$ cat src/rtl/hazard_pkg.sv
// Shared types and constants for the pipeline hazard controller: FSM state encoding,
// default register-address width and the pipeline-control bundles driven per cycle.
package hazard_pkg;

    localparam int unsigned DefRegAddrW = 3;
    localparam int unsigned FlushCntW   = 3;

    typedef enum logic [1:0] {
        StRun     = 2'd0,
        StFlush   = 2'd1,
        StMemWait = 2'd2
    } hazard_state_e;

    typedef struct packed {
        logic pc_we;
        logic if_id_we;
        logic if_id_flush;
        logic id_ex_bubble;
        logic back_we;
    } pipe_ctrl_t;

    localparam pipe_ctrl_t CtrlReset  = '{1'b0, 1'b0, 1'b1, 1'b1, 1'b0};
    localparam pipe_ctrl_t CtrlRun    = '{1'b1, 1'b1, 1'b0, 1'b0, 1'b1};
    localparam pipe_ctrl_t CtrlStall  = '{1'b0, 1'b0, 1'b0, 1'b1, 1'b1};
    localparam pipe_ctrl_t CtrlFlush  = '{1'b1, 1'b0, 1'b1, 1'b1, 1'b1};
    localparam pipe_ctrl_t CtrlFreeze = '{1'b0, 1'b0, 1'b0, 1'b0, 1'b0};

endpackage

$ cat src/rtl/hazard_perf_counters.sv
// Three saturating event counters (load-use stalls, flush cycles, memory-wait freezes),
// cleared by synchronous reset. Only instantiated when HAZARD_PERF_CNT_EN is defined.
module hazard_perf_counters #(
    parameter int unsigned CNT_W = 16
) (
    input  logic             clk_i,
    input  logic             rst_i,
    input  logic             stall_inc_i,
    input  logic             flush_inc_i,
    input  logic             memwait_inc_i,
    output logic [CNT_W-1:0] stall_cnt_o,
    output logic [CNT_W-1:0] flush_cnt_o,
    output logic [CNT_W-1:0] memwait_cnt_o
);

    logic [CNT_W-1:0] stall_q, flush_q, memwait_q;

    always_ff @(posedge clk_i) begin
        if (rst_i) begin
            stall_q   <= '0;
            flush_q   <= '0;
            memwait_q <= '0;
        end else begin
            if (stall_inc_i && stall_q != '1)     stall_q   <= stall_q + 1'b1;
            if (flush_inc_i && flush_q != '1)     flush_q   <= flush_q + 1'b1;
            if (memwait_inc_i && memwait_q != '1) memwait_q <= memwait_q + 1'b1;
        end
    end

    assign stall_cnt_o   = stall_q;
    assign flush_cnt_o   = flush_q;
    assign memwait_cnt_o = memwait_q;

endmodule

$ cat src/rtl/hazard_control_unit.sv
// Pipeline hazard controller: load-use bubble, taken-branch flush and memory-busy freeze.
// Performance counters are built only when HAZARD_PERF_CNT_EN is defined.
module hazard_control_unit
    import hazard_pkg::*;
#(
    parameter int unsigned REG_ADDR_W   = DefRegAddrW,
    parameter int unsigned FLUSH_CYCLES = 1,
    parameter int unsigned CNT_W        = 16
) (
    input  logic                  clk,
    input  logic                  rst,
    input  logic [REG_ADDR_W-1:0] id_src_addr,
    input  logic [REG_ADDR_W-1:0] id_dst_addr,
    input  logic                  id_src_used,
    input  logic                  id_dst_used,
    input  logic [REG_ADDR_W-1:0] ex_dst_addr,
    input  logic                  ex_mem_read,
    input  logic                  branch_taken,
    input  logic                  mem_busy,
    output logic                  pc_we,
    output logic                  if_id_we,
    output logic                  if_id_flush,
    output logic                  id_ex_bubble,
    output logic                  back_we,
    output logic [1:0]            state_o,
    output logic [CNT_W-1:0]      stall_cnt,
    output logic [CNT_W-1:0]      flush_cnt,
    output logic [CNT_W-1:0]      memwait_cnt
);

    localparam logic [FlushCntW-1:0] FlushInit = FlushCntW'(FLUSH_CYCLES - 1);

    hazard_state_e        state_q, state_d, resume_q, resume_d, eff_state;
    logic [FlushCntW-1:0] cnt_q, cnt_d;
    pipe_ctrl_t           ctrl;
    logic                 luh;

    assign luh = ex_mem_read & ((id_src_used & (id_src_addr == ex_dst_addr)) |
                                (id_dst_used & (id_dst_addr == ex_dst_addr)));

    always_comb begin
        ctrl     = CtrlRun;
        state_d  = state_q;
        cnt_d    = cnt_q;
        resume_d = resume_q;
        // On the first non-busy cycle of MEM_WAIT, the saved state's rules apply directly.
        eff_state = (state_q == StMemWait) ? resume_q : state_q;
        if (rst) begin
            ctrl     = CtrlReset;
            state_d  = StRun;
            cnt_d    = '0;
            resume_d = StRun;
        end else if (mem_busy) begin
            ctrl    = CtrlFreeze;
            state_d = StMemWait;
            if (state_q != StMemWait) begin
                resume_d = (state_q == StFlush) ? StFlush : StRun;
            end
        end else begin
            case (eff_state)
                StFlush: begin
                    ctrl = CtrlFlush;
                    if (cnt_q <= FlushCntW'(1)) begin
                        state_d = StRun;
                        cnt_d   = '0;
                    end else begin
                        state_d = StFlush;
                        cnt_d   = cnt_q - 1'b1;
                    end
                end
                default: begin
                    state_d = StRun;
                    if (branch_taken) begin
                        ctrl = CtrlFlush;
                        if (FLUSH_CYCLES > 1) begin
                            state_d = StFlush;
                            cnt_d   = FlushInit;
                        end
                    end else if (luh) begin
                        ctrl = CtrlStall;
                    end
                end
            endcase
        end
    end

    always_ff @(posedge clk) begin
        if (rst) begin
            state_q  <= StRun;
            cnt_q    <= '0;
            resume_q <= StRun;
        end else begin
            state_q  <= state_d;
            cnt_q    <= cnt_d;
            resume_q <= resume_d;
        end
    end

    assign pc_we        = ctrl.pc_we;
    assign if_id_we     = ctrl.if_id_we;
    assign if_id_flush  = ctrl.if_id_flush;
    assign id_ex_bubble = ctrl.id_ex_bubble;
    assign back_we      = ctrl.back_we;
    assign state_o      = state_q;

`ifdef HAZARD_PERF_CNT_EN
    logic stall_inc, flush_inc, memwait_inc;

    // CtrlStall is produced only by a serviced load-use hazard.
    assign stall_inc   = (ctrl == CtrlStall);
    assign flush_inc   = ctrl.if_id_flush & ~rst;
    assign memwait_inc = mem_busy & ~rst;

    hazard_perf_counters #(
        .CNT_W(CNT_W)
    ) u_perf (
        .clk_i        (clk),
        .rst_i        (rst),
        .stall_inc_i  (stall_inc),
        .flush_inc_i  (flush_inc),
        .memwait_inc_i(memwait_inc),
        .stall_cnt_o  (stall_cnt),
        .flush_cnt_o  (flush_cnt),
        .memwait_cnt_o(memwait_cnt)
    );
`else
    assign stall_cnt   = '0;
    assign flush_cnt   = '0;
    assign memwait_cnt = '0;
`endif

endmodule

$ cat config.mk
export PLATFORM = sky130hd
export DESIGN_NAME = hazard_control_unit
export DESIGN_NICKNAME = d
export VERILOG_FILES = /design/src/rtl/hazard_pkg.sv /design/src/rtl/hazard_perf_counters.sv /design/src/rtl/hazard_control_unit.sv
export SDC_FILE = /design/constraint.sdc
export NUM_CORES = 1
export LEC_CHECK = 0
export ABC_AREA = 1
export CAP_MARGIN = 40
export CORE_MARGIN = 2
export CORE_UTILIZATION = 29
export DETAILED_ROUTE_END_ITERATION = 7
export PLACE_DENSITY = 0.77
export SETUP_SLACK_MARGIN = 0.2
export SYNTH_ARGS = -nofsm -noshare
export SYNTH_HDL_FRONTEND = slang
export SYNTH_SLANG_ARGS = --single-unit
$ cat constraint.sdc
create_clock -name clk -period 1.2 [get_ports clk]
set_clock_uncertainty 0.1 [all_clocks]
set_input_delay 0.3 -clock clk [delete_from_list [all_inputs] [get_ports clk]]
set_output_delay 0.3 -clock clk [all_outputs]
set_load 0.02 [all_outputs]
==> impl_metrics.py <==
metrics = {
    "synth": {
        "synth_seq_cells": 6,
        "synth_area_um2": 845,
        "synth.largest_area_cell": "buf_4",
        "async_flop_share": 0,
        "yosys-top-cells-count": "buf_4, nand2_1, inv_1",
        "synth_most_common_cell": "buf_4",
        "seq_area_frac_synth": 0.142,
        "yosys-top-cells-area": "buf_4, dfxtp_1, nand2_1",
        "synth_top_area_frac": 0.427,
        "yosys.cell_types.count": 14,
        "syn_area_per_cell_um2": 6.35,
        "ys_warn_count": 0,
        "postSynthCellCount": 133,
        "synthFlopType": "dfxtp_1",
        "synth_edf_count": 0,
    },
    "worst_hold_path": {
        "hold_class": "in -> reg",
        "worstHoldStart": "rst",
    },
    "power": {
        "internal_power_mw": 0.414,
        "p_total_mw": 0.709,
        "ir_worst_vdd_mv": 0.324,
        "sw_frac_of_total": 0.416,
        "combinationalPowerShare": 0.453,
        "p_per_area_nw_per_um2": 636,
        "leakage_nw": 0.663,
        "seq_power_share": 0.284,
        "pwr-share-clk": 0.263,
        "netSwitchingPower_mw": 0.295,
    },
    "timing": {
        "period_share": 1.40,
        "slew_violations": 0,
        "fin_ws_ns": -0.476,
        "holdWs_ns": 0.146,
        "setup_violations": 10,
        "timing.fmax_ghz": 0.597,
        "setup_tns_ns": -2.60,
        "final.min_clock_period_ns": 1.68,
        "rsz0062_at_grt": "yes",
        "finalHoldViolations": 0,
    },
    "grt": {
        "overflow": 0,
        "track_usage": 0.0897,
        "grt_start_max_net_pins": 5,
        "antenna_found_initial": 0,
        "grt_pass1_vias": 588,
        "grt_pass1_wl_mm": 2.35,
    },
    "status": {
        "violations": "setup timing",
        "status": "finished, violations left",
    },
    "floorplanning": {
        "dieArea_um2": 3360,
        "start_util": 0.306,
        "io-pin-count": 71,
        "core-area_um2": 2760,
        "rows": 19,
        "die_w_um": 58.0,
        "die_y_um": 58.0,
    },
    "cts": {
        "cts.clk_slew.worst_paths_ns": 0.05,
        "numCtsBuffers": 3,
        "clock-sinks": 6,
        "clk_latency_ns": 0.24,
        "root_buffer": "clkbuf_4",
        "clock_tree.buffer_depth": 2,
        "htreeDepth": 1,
        "cts_tree": "done",
    },
    "detailed_routing": {
        "finalWirelength_mm": 1.54,
        "drt_iter0_markers": 8,
        "wl_per_cell_um": 7.67,
        "detail-route-antenna-nets": 0,
        "vias": 722,
        "drc": 0,
        "first_pass_iters": 4,
        "via_per_inst": 3.59,
    },
    "critical_path": {
        "ff2ff_setup_slack_ns": -0.15,
        "cp.required_ns": 0.80,
        "critPathCaptureType": "output pin",
        "path_max_fanout": 3,
        "regToRegStartpoint": "state_o[0]",
        "crit_path_end": "if_id_we",
        "r2r_end": "resume_q[0]",
        "critPathLaunchType": "flip-flop",
        "cp-startpoint": "state_o[0]",
        "arrival_ns": 1.28,
        "reg2reg_depth": 9,
        "critPathKind": "reg -> out",
    },
    "cells_and_area": {
        "area_delta_synth_final_pct": 32.0,
        "n_antenna_cell": 0,
        "seqCellArea_um2": 128,
        "nFillCells": 310,
        "multi_input_area_um2": 527,
        "fin_nets": 190,
        "drive_gt1_frac": 0.294,
    },
    "placement": {
        "io_buffers": 22,
        "routabilityCongestion": 0.729,
        "place_hpwl_mm": 1.33,
    },
    "job": {
        "maxCapViolCount": 0,
    },
}
-- power by group through the flow --
stage	Clock (mW)	Combinational (mW)	Sequential (mW)
global placement	0	0.303	0.205
CTS	0.199	0.307	0.201
floorplan	0	0.315	0.207
detailed placement	0	0.304	0.205
global route	0.208	0.348	0.201
finish	0.186	0.321	0.201
-- stage by stage --
step / worst slack, ns / utilization / instances / area (um2)
final: -0.476 / 0.404 / 201 / 1110
after global routing: -0.530 / 0.404 / 201 / 1110
after CTS: -0.493 / 0.388 / 199 / 1070
after detailed placement: -1.22 / 0.367 / 193 / 1010
after global placement: -1.18 / 0.367 / 193 / 1010
after floorplan: -0.194 / - / 180 / 1050
-- state kept, by name, indices dropped and copies added, names as in the netlist --
name and flops:
cnt_q 3, state_o 2, resume_q 1
-- cell type report --
cell class,instances,share of cell area
Tap cell,31,0.0348
Timing Repair Buffer,35,0.301
Sequential cell,6,0.114
Inverter,17,0.0572
Clock buffer,3,0.0202
Multi-Input combinational cell,109,0.473
-- kinds of logic (layout without fill, tap and decap cells) --
logic type                 count (synthesis)  after routing  synth area share
DFF                                        6              6             0.142
adders and majority gates                  2              2            0.0296
other                                      1             48           0.00444
xor gates and xnor gates                   1              1            0.0104
and+or+nand+nor                           49             49             0.258
AOI/OAI and AO/OA                          9              9            0.0533
buffers and inverters                     65             55             0.502
-- worst max-delay path: stages, from the launching register on --
cell and delay (ns):
dfxtp_4 0.36, nand3b_4 0.14, nand2_4 0.07, nor3_4 0.15, nand2_2 0.09, nor2_4 0.10
buf_6 0.12
-- worst min path at each step --
stage | end | cells after the start
global placement | cnt_q[1] | 2
detailed placement | cnt_q[1] | 2
global route | state_o[1] | 2
finish | state_o[1] | 2
CTS | state_o[1] | 2
floorplan | state_o[0] | 1
-- layout by cell type (no fill, tap or decap), types with 2 or more instances in the layout --
cell type / instances
a21oi_2: 2
nor2_4: 2
nand3_1: 2
clkbuf_4: 3
dlygate4sd2_1: 4
buf_6: 11
inv_1: 12
nand2_1: 25
nor2_1: 10
buf_4: 8
dfxtp_1: 4
ha_1: 2
a21oi_1: 5
inv_2: 5
conb_1: 48
nand2_2: 4
o21ai_1: 2
clkbuf_2: 3
nor2_2: 2
nand2_4: 2
dfxtp_4: 2
clkdlybuf4s15_1: 4
-- routing by layer --
metal	track usage	vias to the layer above	wire [um]	part of all wire
met5	0	-	0	0
li1	-	377	-	-
met4	0.0498	0	15	0.0097
met2	0.162	36	830	0.54
met3	0.0112	2	115	0.075
met1	0.101	307	579	0.38
-- what timing repair did --
action                                 in CTS  in global routing
hold buffers                                0                  0
setup buffers                               3                  2
setup endpoints to repair                  13                 12
pin swaps                                  10                 11
endpoints found under the hold margin       0                  0
resized for setup                          77                 19
gates cloned                                0                  0
Power figures use the tool's default switching activity.
